==> src/rtl/fg_sram_arbiter_pkg.sv <==
// Shared definitions for the foreground SRAM arbiter: frame defaults,
// the queued write-entry layout and the pixel address mapping.
package fg_sram_arbiter_pkg;

  localparam int unsigned FG_PIXEL_SIZE   = 16;
  localparam int unsigned FG_RESOLUTION_X = 800;
  localparam int unsigned FG_RESOLUTION_Y = 600;
  localparam int unsigned FG_ADDR_WIDTH   = 19;

  typedef struct packed {
    logic [FG_ADDR_WIDTH-1:0] addr;
    logic [FG_PIXEL_SIZE-1:0] pixel;
  } fg_wr_entry_t;

  // Row-major word address; callers truncate to the SRAM address width.
  function automatic logic [31:0] fg_map_addr(input logic [31:0] x,
                                              input logic [31:0] y,
                                              input logic [31:0] res_x);
    fg_map_addr = y * res_x + x;
  endfunction

endpackage

==> src/rtl/fg_sram_arbiter_pixel_write_fifo.sv <==
// Synchronous FIFO holding pending pixel writes; a pop in the same cycle
// frees a slot so a push into a full FIFO is still accepted.
module pixel_write_fifo #(
  parameter int WIDTH = 35,
  parameter int DEPTH = 8
) (
  input  logic             i_clk,
  input  logic             i_rst,
  input  logic             i_push,
  input  logic [WIDTH-1:0] i_data,
  input  logic             i_pop,
  output logic [WIDTH-1:0] o_data,
  output logic             o_full,
  output logic             o_empty
);

  localparam int AW = $clog2(DEPTH);

  logic [WIDTH-1:0] r_mem [DEPTH];
  logic [AW:0]      r_wr_ptr;
  logic [AW:0]      r_rd_ptr;
  logic             w_do_push;
  logic             w_do_pop;

  // Status flags and qualified push/pop strobes
  always_comb begin
    o_empty   = (r_wr_ptr == r_rd_ptr);
    o_full    = (r_wr_ptr[AW] != r_rd_ptr[AW]) &&
                (r_wr_ptr[AW-1:0] == r_rd_ptr[AW-1:0]);
    w_do_pop  = i_pop && !o_empty;
    w_do_push = i_push && (!o_full || w_do_pop);
    o_data    = r_mem[r_rd_ptr[AW-1:0]];
  end

  // Storage array, written only on an accepted push
  always_ff @(posedge i_clk) begin
    if (w_do_push && !i_rst) begin
      r_mem[r_wr_ptr[AW-1:0]] <= i_data;
    end
  end

  // Read and write pointers
  always_ff @(posedge i_clk) begin
    if (i_rst) begin
      r_wr_ptr <= {(AW+1){1'b0}};
      r_rd_ptr <= {(AW+1){1'b0}};
    end else begin
      if (w_do_push) begin
        r_wr_ptr <= r_wr_ptr + (AW+1)'(1);
      end
      if (w_do_pop) begin
        r_rd_ptr <= r_rd_ptr + (AW+1)'(1);
      end
    end
  end

endmodule

==> src/rtl/fg_sram_arbiter.sv <==
// Foreground SRAM port arbiter: fixed-latency pipeline reads with absolute
// priority, SPI/capture pixel writes queued and issued on an idle bus.
module fg_sram_arbiter
  import fg_sram_arbiter_pkg::*;
#(
  parameter int PRECISION                    = 11,
  parameter int PIXEL_SIZE                   = FG_PIXEL_SIZE,
  parameter int RESOLUTION_X                 = FG_RESOLUTION_X,
  parameter int RESOLUTION_Y                 = FG_RESOLUTION_Y,
  parameter int ADDR_WIDTH                   = FG_ADDR_WIDTH,
  parameter int FOREGROUND_FETCH_CYCLE_DELAY = 5,
  parameter int SRAM_READ_LATENCY            = 2,
  parameter int WRITE_FIFO_DEPTH             = 8
) (
  input  logic                    i_clk,
  input  logic                    i_rst,
  input  logic signed [PRECISION:0] i_fg_pixel_request_x,
  input  logic signed [PRECISION:0] i_fg_pixel_request_y,
  input  logic                    i_fg_pixel_request_active,
  output logic [PIXEL_SIZE-1:0]   o_fg_pixel_in,
  output logic                    o_fg_pixel_ready,
  input  logic [PRECISION-1:0]    i_ctrl_image_pixel_x,
  input  logic [PRECISION-1:0]    i_ctrl_image_pixel_y,
  input  logic [PIXEL_SIZE-1:0]   i_ctrl_image_pixel,
  input  logic                    i_ctrl_image_pixel_ready,
  input  logic [PRECISION-1:0]    i_cap_pixel_x,
  input  logic [PRECISION-1:0]    i_cap_pixel_y,
  input  logic [PIXEL_SIZE-1:0]   i_cap_pixel,
  input  logic                    i_cap_pixel_ready,
  input  logic                    i_ctrl_fg_freeze,
  output logic [ADDR_WIDTH-1:0]   o_sram_addr,
  output logic [PIXEL_SIZE-1:0]   o_sram_data_out,
  input  logic [PIXEL_SIZE-1:0]   i_sram_data_in,
  output logic                    o_sram_data_oe,
  output logic                    o_sram_we_n,
  output logic                    o_sram_oe_n,
  output logic                    o_write_overflow
);

  localparam int FD        = FOREGROUND_FETCH_CYCLE_DELAY;
  localparam int CAP_STAGE = SRAM_READ_LATENCY + 2;
  localparam int BUSY_W    = $clog2(SRAM_READ_LATENCY + 2);
  localparam int ENTRY_W   = $bits(fg_wr_entry_t);

  logic                  w_rd_valid;
  logic [ADDR_WIDTH-1:0] w_rd_addr;
  logic                  w_cap_live;
  logic                  w_spi_ok;
  logic                  w_cap_ok;
  logic                  w_collision;
  logic                  w_push;
  logic                  w_issue;
  logic                  w_drop;
  fg_wr_entry_t          w_push_entry;
  fg_wr_entry_t          w_head;
  logic                  w_full;
  logic                  w_empty;

  logic                  r_rd_vld  [1:FD];
  logic [PIXEL_SIZE-1:0] r_rd_data [CAP_STAGE:FD];
  logic [BUSY_W-1:0]     r_busy_cnt;
  logic [ADDR_WIDTH-1:0] r_sram_addr;
  logic [PIXEL_SIZE-1:0] r_sram_data_out;
  logic                  r_sram_data_oe;
  logic                  r_sram_we_n;
  logic                  r_sram_oe_n;
  logic                  r_write_overflow;

  // Read-slot qualification and address
  always_comb begin
    w_rd_valid = i_fg_pixel_request_active &&
                 !i_fg_pixel_request_x[PRECISION] && !i_fg_pixel_request_y[PRECISION] &&
                 (32'(i_fg_pixel_request_x[PRECISION-1:0]) < 32'(RESOLUTION_X)) &&
                 (32'(i_fg_pixel_request_y[PRECISION-1:0]) < 32'(RESOLUTION_Y));
    w_rd_addr  = ADDR_WIDTH'(fg_map_addr(32'(i_fg_pixel_request_x[PRECISION-1:0]),
                                         32'(i_fg_pixel_request_y[PRECISION-1:0]),
                                         32'(RESOLUTION_X)));
  end

  // Write-source selection: SPI beats capture, a live capture collision is a drop
  always_comb begin
    w_cap_live  = i_cap_pixel_ready && !i_ctrl_fg_freeze;
    w_spi_ok    = i_ctrl_image_pixel_ready &&
                  (32'(i_ctrl_image_pixel_x) < 32'(RESOLUTION_X)) &&
                  (32'(i_ctrl_image_pixel_y) < 32'(RESOLUTION_Y));
    w_cap_ok    = w_cap_live &&
                  (32'(i_cap_pixel_x) < 32'(RESOLUTION_X)) &&
                  (32'(i_cap_pixel_y) < 32'(RESOLUTION_Y));
    w_collision = i_ctrl_image_pixel_ready && w_cap_live;
    w_push      = w_spi_ok || (w_cap_ok && !i_ctrl_image_pixel_ready);
    if (i_ctrl_image_pixel_ready) begin
      w_push_entry.addr  = ADDR_WIDTH'(fg_map_addr(32'(i_ctrl_image_pixel_x),
                                                   32'(i_ctrl_image_pixel_y),
                                                   32'(RESOLUTION_X)));
      w_push_entry.pixel = i_ctrl_image_pixel;
    end else begin
      w_push_entry.addr  = ADDR_WIDTH'(fg_map_addr(32'(i_cap_pixel_x),
                                                   32'(i_cap_pixel_y),
                                                   32'(RESOLUTION_X)));
      w_push_entry.pixel = i_cap_pixel;
    end
    // A write may only drive the bus once read data has fully cleared it
    w_issue = !w_empty && !w_rd_valid && (r_busy_cnt == {BUSY_W{1'b0}});
    w_drop  = w_collision || (w_push && w_full && !w_issue);
  end

  pixel_write_fifo #(
    .WIDTH (ENTRY_W),
    .DEPTH (WRITE_FIFO_DEPTH)
  ) u_write_fifo (
    .i_clk   (i_clk),
    .i_rst   (i_rst),
    .i_push  (w_push),
    .i_data  (w_push_entry),
    .i_pop   (w_issue),
    .o_data  (w_head),
    .o_full  (w_full),
    .o_empty (w_empty)
  );

  // SRAM pin registers, bus-idle counter and overflow flag
  always_ff @(posedge i_clk) begin
    if (i_rst) begin
      r_sram_addr      <= {ADDR_WIDTH{1'b0}};
      r_sram_data_out  <= {PIXEL_SIZE{1'b0}};
      r_sram_data_oe   <= 1'b0;
      r_sram_we_n      <= 1'b1;
      r_sram_oe_n      <= 1'b1;
      r_busy_cnt       <= {BUSY_W{1'b0}};
      r_write_overflow <= 1'b0;
    end else begin
      r_sram_oe_n    <= !w_rd_valid;
      r_sram_we_n    <= !w_issue;
      r_sram_data_oe <= w_issue;
      if (w_rd_valid) begin
        r_sram_addr <= w_rd_addr;
      end else if (w_issue) begin
        r_sram_addr <= w_head.addr;
      end
      if (w_issue) begin
        r_sram_data_out <= w_head.pixel;
      end
      if (w_rd_valid) begin
        r_busy_cnt <= BUSY_W'(SRAM_READ_LATENCY + 1);
      end else if (r_busy_cnt != {BUSY_W{1'b0}}) begin
        r_busy_cnt <= r_busy_cnt - BUSY_W'(1);
      end
      if (w_drop) begin
        r_write_overflow <= 1'b1;
      end
    end
  end

  // Read valid delay line; data is captured once it is on the SRAM pins
  always_ff @(posedge i_clk) begin
    if (i_rst) begin
      for (int s = 1; s <= FD; s++) begin
        r_rd_vld[s] <= 1'b0;
      end
      for (int s = CAP_STAGE; s <= FD; s++) begin
        r_rd_data[s] <= {PIXEL_SIZE{1'b0}};
      end
    end else begin
      r_rd_vld[1] <= w_rd_valid;
      for (int s = 2; s <= FD; s++) begin
        r_rd_vld[s] <= r_rd_vld[s-1];
      end
      r_rd_data[CAP_STAGE] <= r_rd_vld[CAP_STAGE-1] ? i_sram_data_in : {PIXEL_SIZE{1'b0}};
      for (int s = CAP_STAGE + 1; s <= FD; s++) begin
        r_rd_data[s] <= r_rd_data[s-1];
      end
    end
  end

  assign o_fg_pixel_ready = r_rd_vld[FD];
  assign o_fg_pixel_in    = r_rd_data[FD];
  assign o_sram_addr      = r_sram_addr;
  assign o_sram_data_out  = r_sram_data_out;
  assign o_sram_data_oe   = r_sram_data_oe;
  assign o_sram_we_n      = r_sram_we_n;
  assign o_sram_oe_n      = r_sram_oe_n;
  assign o_write_overflow = r_write_overflow;

endmodule

==> config.mk <==
export PLATFORM = sky130hd
export DESIGN_NAME = fg_sram_arbiter
export DESIGN_NICKNAME = d
export VERILOG_FILES = /design/src/rtl/fg_sram_arbiter_pkg.sv /design/src/rtl/fg_sram_arbiter_pixel_write_fifo.sv /design/src/rtl/fg_sram_arbiter.sv
export SDC_FILE = /design/constraint.sdc
export NUM_CORES = 1
export LEC_CHECK = 0
export CORE_MARGIN = 3
export CORE_UTILIZATION = 50
export DETAILED_ROUTE_END_ITERATION = 8
export PLACE_DENSITY_LB_ADDON = 0.3
export SYNTH_ARGS = -nofsm -noshare
export SYNTH_HDL_FRONTEND = slang
export SYNTH_SLANG_ARGS = --single-unit
==> constraint.sdc <==
create_clock -name i_clk -period 14.2 [get_ports i_clk]
set_clock_uncertainty 0.2 [all_clocks]
set_input_delay 1.42 -clock i_clk [delete_from_list [all_inputs] [get_ports i_clk]]
set_output_delay 1.42 -clock i_clk [all_outputs]
set_load 0.05 [all_outputs]
==> impl_metrics.tcl <==
set metrics [dict create \
    core_sq_um 35700 \
    cts_buffers 37 \
    cts.sinks 369 \
    cp_max_fo 8 \
    antenna_found_initial 0 \
    path_class "in2reg" \
    report.final.slew_viol_count 0 \
    end_kind "flop" \
    root_buffer "clkbuf_16" \
    first_pass_iters 4 \
    setup_tns_ns 0 \
    ctsHoldBuffers 0 \
    dpl_worst_slack_ns 7.83 \
    cts_resized 0 \
    hold_slack_ns 0.233 \
    status "finished, final reports clean" \
    synth_cell_types 63 \
    die_h_microns 196 \
    async_flop_share 0 \
    grt_pass1_wl_mm 60.1 \
    synth_edf_count 280 \
    worstMarginPinSlew_ns 1.03 \
    yosysTopAreaCell "edfxtp_1" \
    grt_pass1_vias 11200 \
    ys_top_cells_by_area "edfxtp_1, dfxtp_1, ha_1" \
    drt_wl_total_mm 37.6 \
    routed-via-count 10800 \
    antenna_left 0 \
    ios 178 \
    portBuffers 177 \
    yosysSeqAreaShare 0.563 \
    die_area_sq_um 38500 \
    grt_setup_unrepaired "no" \
    startpoint_type "primary input" \
    ctsLongestPathBuffers 3 \
    grt_max_degree 74 \
    grt.overflow.total 0 \
    synth.avg_cell_area_sq_um 14.0 \
    yosys_warnings 0 \
    worstPathRequired_ns 14.21 \
    gp_congestion 0.842 \
    synth-seq-cells 369 \
    hold_violations 0 \
    die_x_microns 196 \
    htreeDepth 2 \
    grt_usage 0.196 \
    r2r_setup_slack_ns 10.89 \
    post-route-period-util 0.415 \
    netlist_area_sq_um 18100 \
    viasPerCell 5.54 \
    hold_class "reg2reg" \
    synth_nets 1560 \
    peakVddDrop_v 0.0000776 \
    finalCriticalPeriod_ns 5.90 \
    power.density_nw_per_um2 157 \
    postCtsSetupRepairBufs 0 \
    initial_core_util 0.507 \
    setup_viol 0 \
    maxCapViolations 0 \
    arrival_ns 5.90 \
    synth_top_area_share 0.465 \
    synth_cells 1291 \
    drtIter0Drc 699 \
    finalWorstSetupSlack_ns 8.30 \
    cts_tree "built" \
    dominantRegCellSynth "edfxtp_1" \
    drc 0 \
    drive_above_1_share 0.130 \
    antenna_cells 0 \
    hpwlAfterDp_mm 25.0 \
    nNetsFinal 1729 \
    relSlewSlack 0.310 \
    clkTransAtPathRegs_ns 0.06 \
    p_leak_nw 7.70 \
    syn2layout_area_growth_pct 18.9 \
    clk_latency_ns 0.51 \
    row_count 69 \
    max_freq_mhz 170 \
    wl_per_cell_microns 19.3 \
]
[per-layer routing]
metal / global-route usage / share of wire / vias to the layer above
met3: 0.0234 / 0.049 / 37
li1: - / - / 5137
met5: 0 / 0 / -
met1: 0.268 / 0.44 / 5329
met2: 0.345 / 0.50 / 295
met4: 0.0362 / 0.014 / 0
[metrics by stage]
step / power (mW) / cell area, sq um / cells / util
2_1_floorplan: 2.16 / 18100 / 1291 / -
4_1_cts: 3.40 / 21500 / 1949 / 0.603
3_3_place_gp: 2.44 / 20300 / 1882 / 0.570
5_1_grt: 3.55 / 21500 / 1949 / 0.603
3_5_place_dp: 2.46 / 20300 / 1882 / 0.570
6_report: 3.37 / 21500 / 1949 / 0.603
[kinds of logic (layout without fill, tap and decap cells)]
group	Yosys count	count (layout)	synth area share
XOR/XNOR	73	73	0.0365
AO/OA/AOI/OAI	178	178	0.0673
AND/OR/NAND/NOR	228	228	0.0604
flip-flops	369	369	0.563
buffers and inverters	162	359	0.0379
multiplexers	134	134	0.124
adder cells (fa/ha/maj)	147	147	0.110
[power breakdown]
group | switching, mW | internal [mW]
logic | 0.642 | 0.474
registers | 0.0593 | 1.26
clock network | 0.384 | 0.552
total | 1.08 | 2.29
[worst max-delay path, stage by stage]
cell,delay [ns]
clkdlybuf4s50_1,0.54
ha_1,0.26
ha_1,0.29
inv_1,0.05
fa_1,0.49
inv_1,0.04
ha_1,0.37
o21ai_0,0.34
o21ai_1,0.19
a32oi_1,0.36
nand4_1,0.19
or2_2,0.33
xnor3_1,0.35
a211oi_1,0.67
[layout by cell type, fill, tap and decap left out, drive strengths merged, types with 28 or more instances in the layout]
cell type / synthesis / routed
edfxtp: 280 / 280
dfxtp: 89 / 89
xor2: 30 / 30
clkbuf: 32 / 48
ha: 126 / 126
inv: 97 / 99
nor2: 100 / 100
clkdlybuf4s50: 0 / 175
mux4: 70 / 70
xnor2: 42 / 42
a211oi: 49 / 49
mux2i: 41 / 41
a21oi: 51 / 51
o21ai: 28 / 28
[cell type report]
class | count | area (sq um)
Clock inverter | 19 | 163
Clock buffer | 48 | 1030
Sequential cell | 369 | 10200
Inverter | 97 | 364
Fill cell | 2798 | 14200
Tap cell | 461 | 577
Timing Repair Buffer | 195 | 1900
Multi-Input combinational cell | 760 | 7270
[Yosys cell counts (21+ instances only)]
master    number
mux2_2        23
nand2_1       27
edfxtp_1     280
a211oi_1      46
o21ai_0       26
dfxtp_1       89
clkbuf_1      32
fa_1          21
mux2i_1       41
xor2_1        29
nor2_1       100
a21oi_1       51
nor2b_1       24
mux4_2        70
xnor2_1       42
inv_1         97
ha_1         126
[registers in the layout (all words and copies together), names as in the netlist, 2 cells and up, named ones only]
register	cells
o_sram_addr	19
r_rd_data	32
r_rd_vld	5
r_busy_cnt	2
u_write_fifo.r_wr_ptr	4
u_write_fifo.r_rd_ptr	4
o_sram_data_out	16
u_write_fifo.r_mem	280
[final timing paths]
path                                to                     from  cells past startpoint
max reg2reg            o_sram_addr[15]                     flop                      6
min                   r_rd_data[2][29]         r_rd_data[2][13]                      1
min reg2reg           r_rd_data[2][29]         r_rd_data[2][13]                      1
max          u_write_fifo.r_mem[5][34]  i_ctrl_image_pixel_y[4]                     14
(Power assumes the default switching activity.)
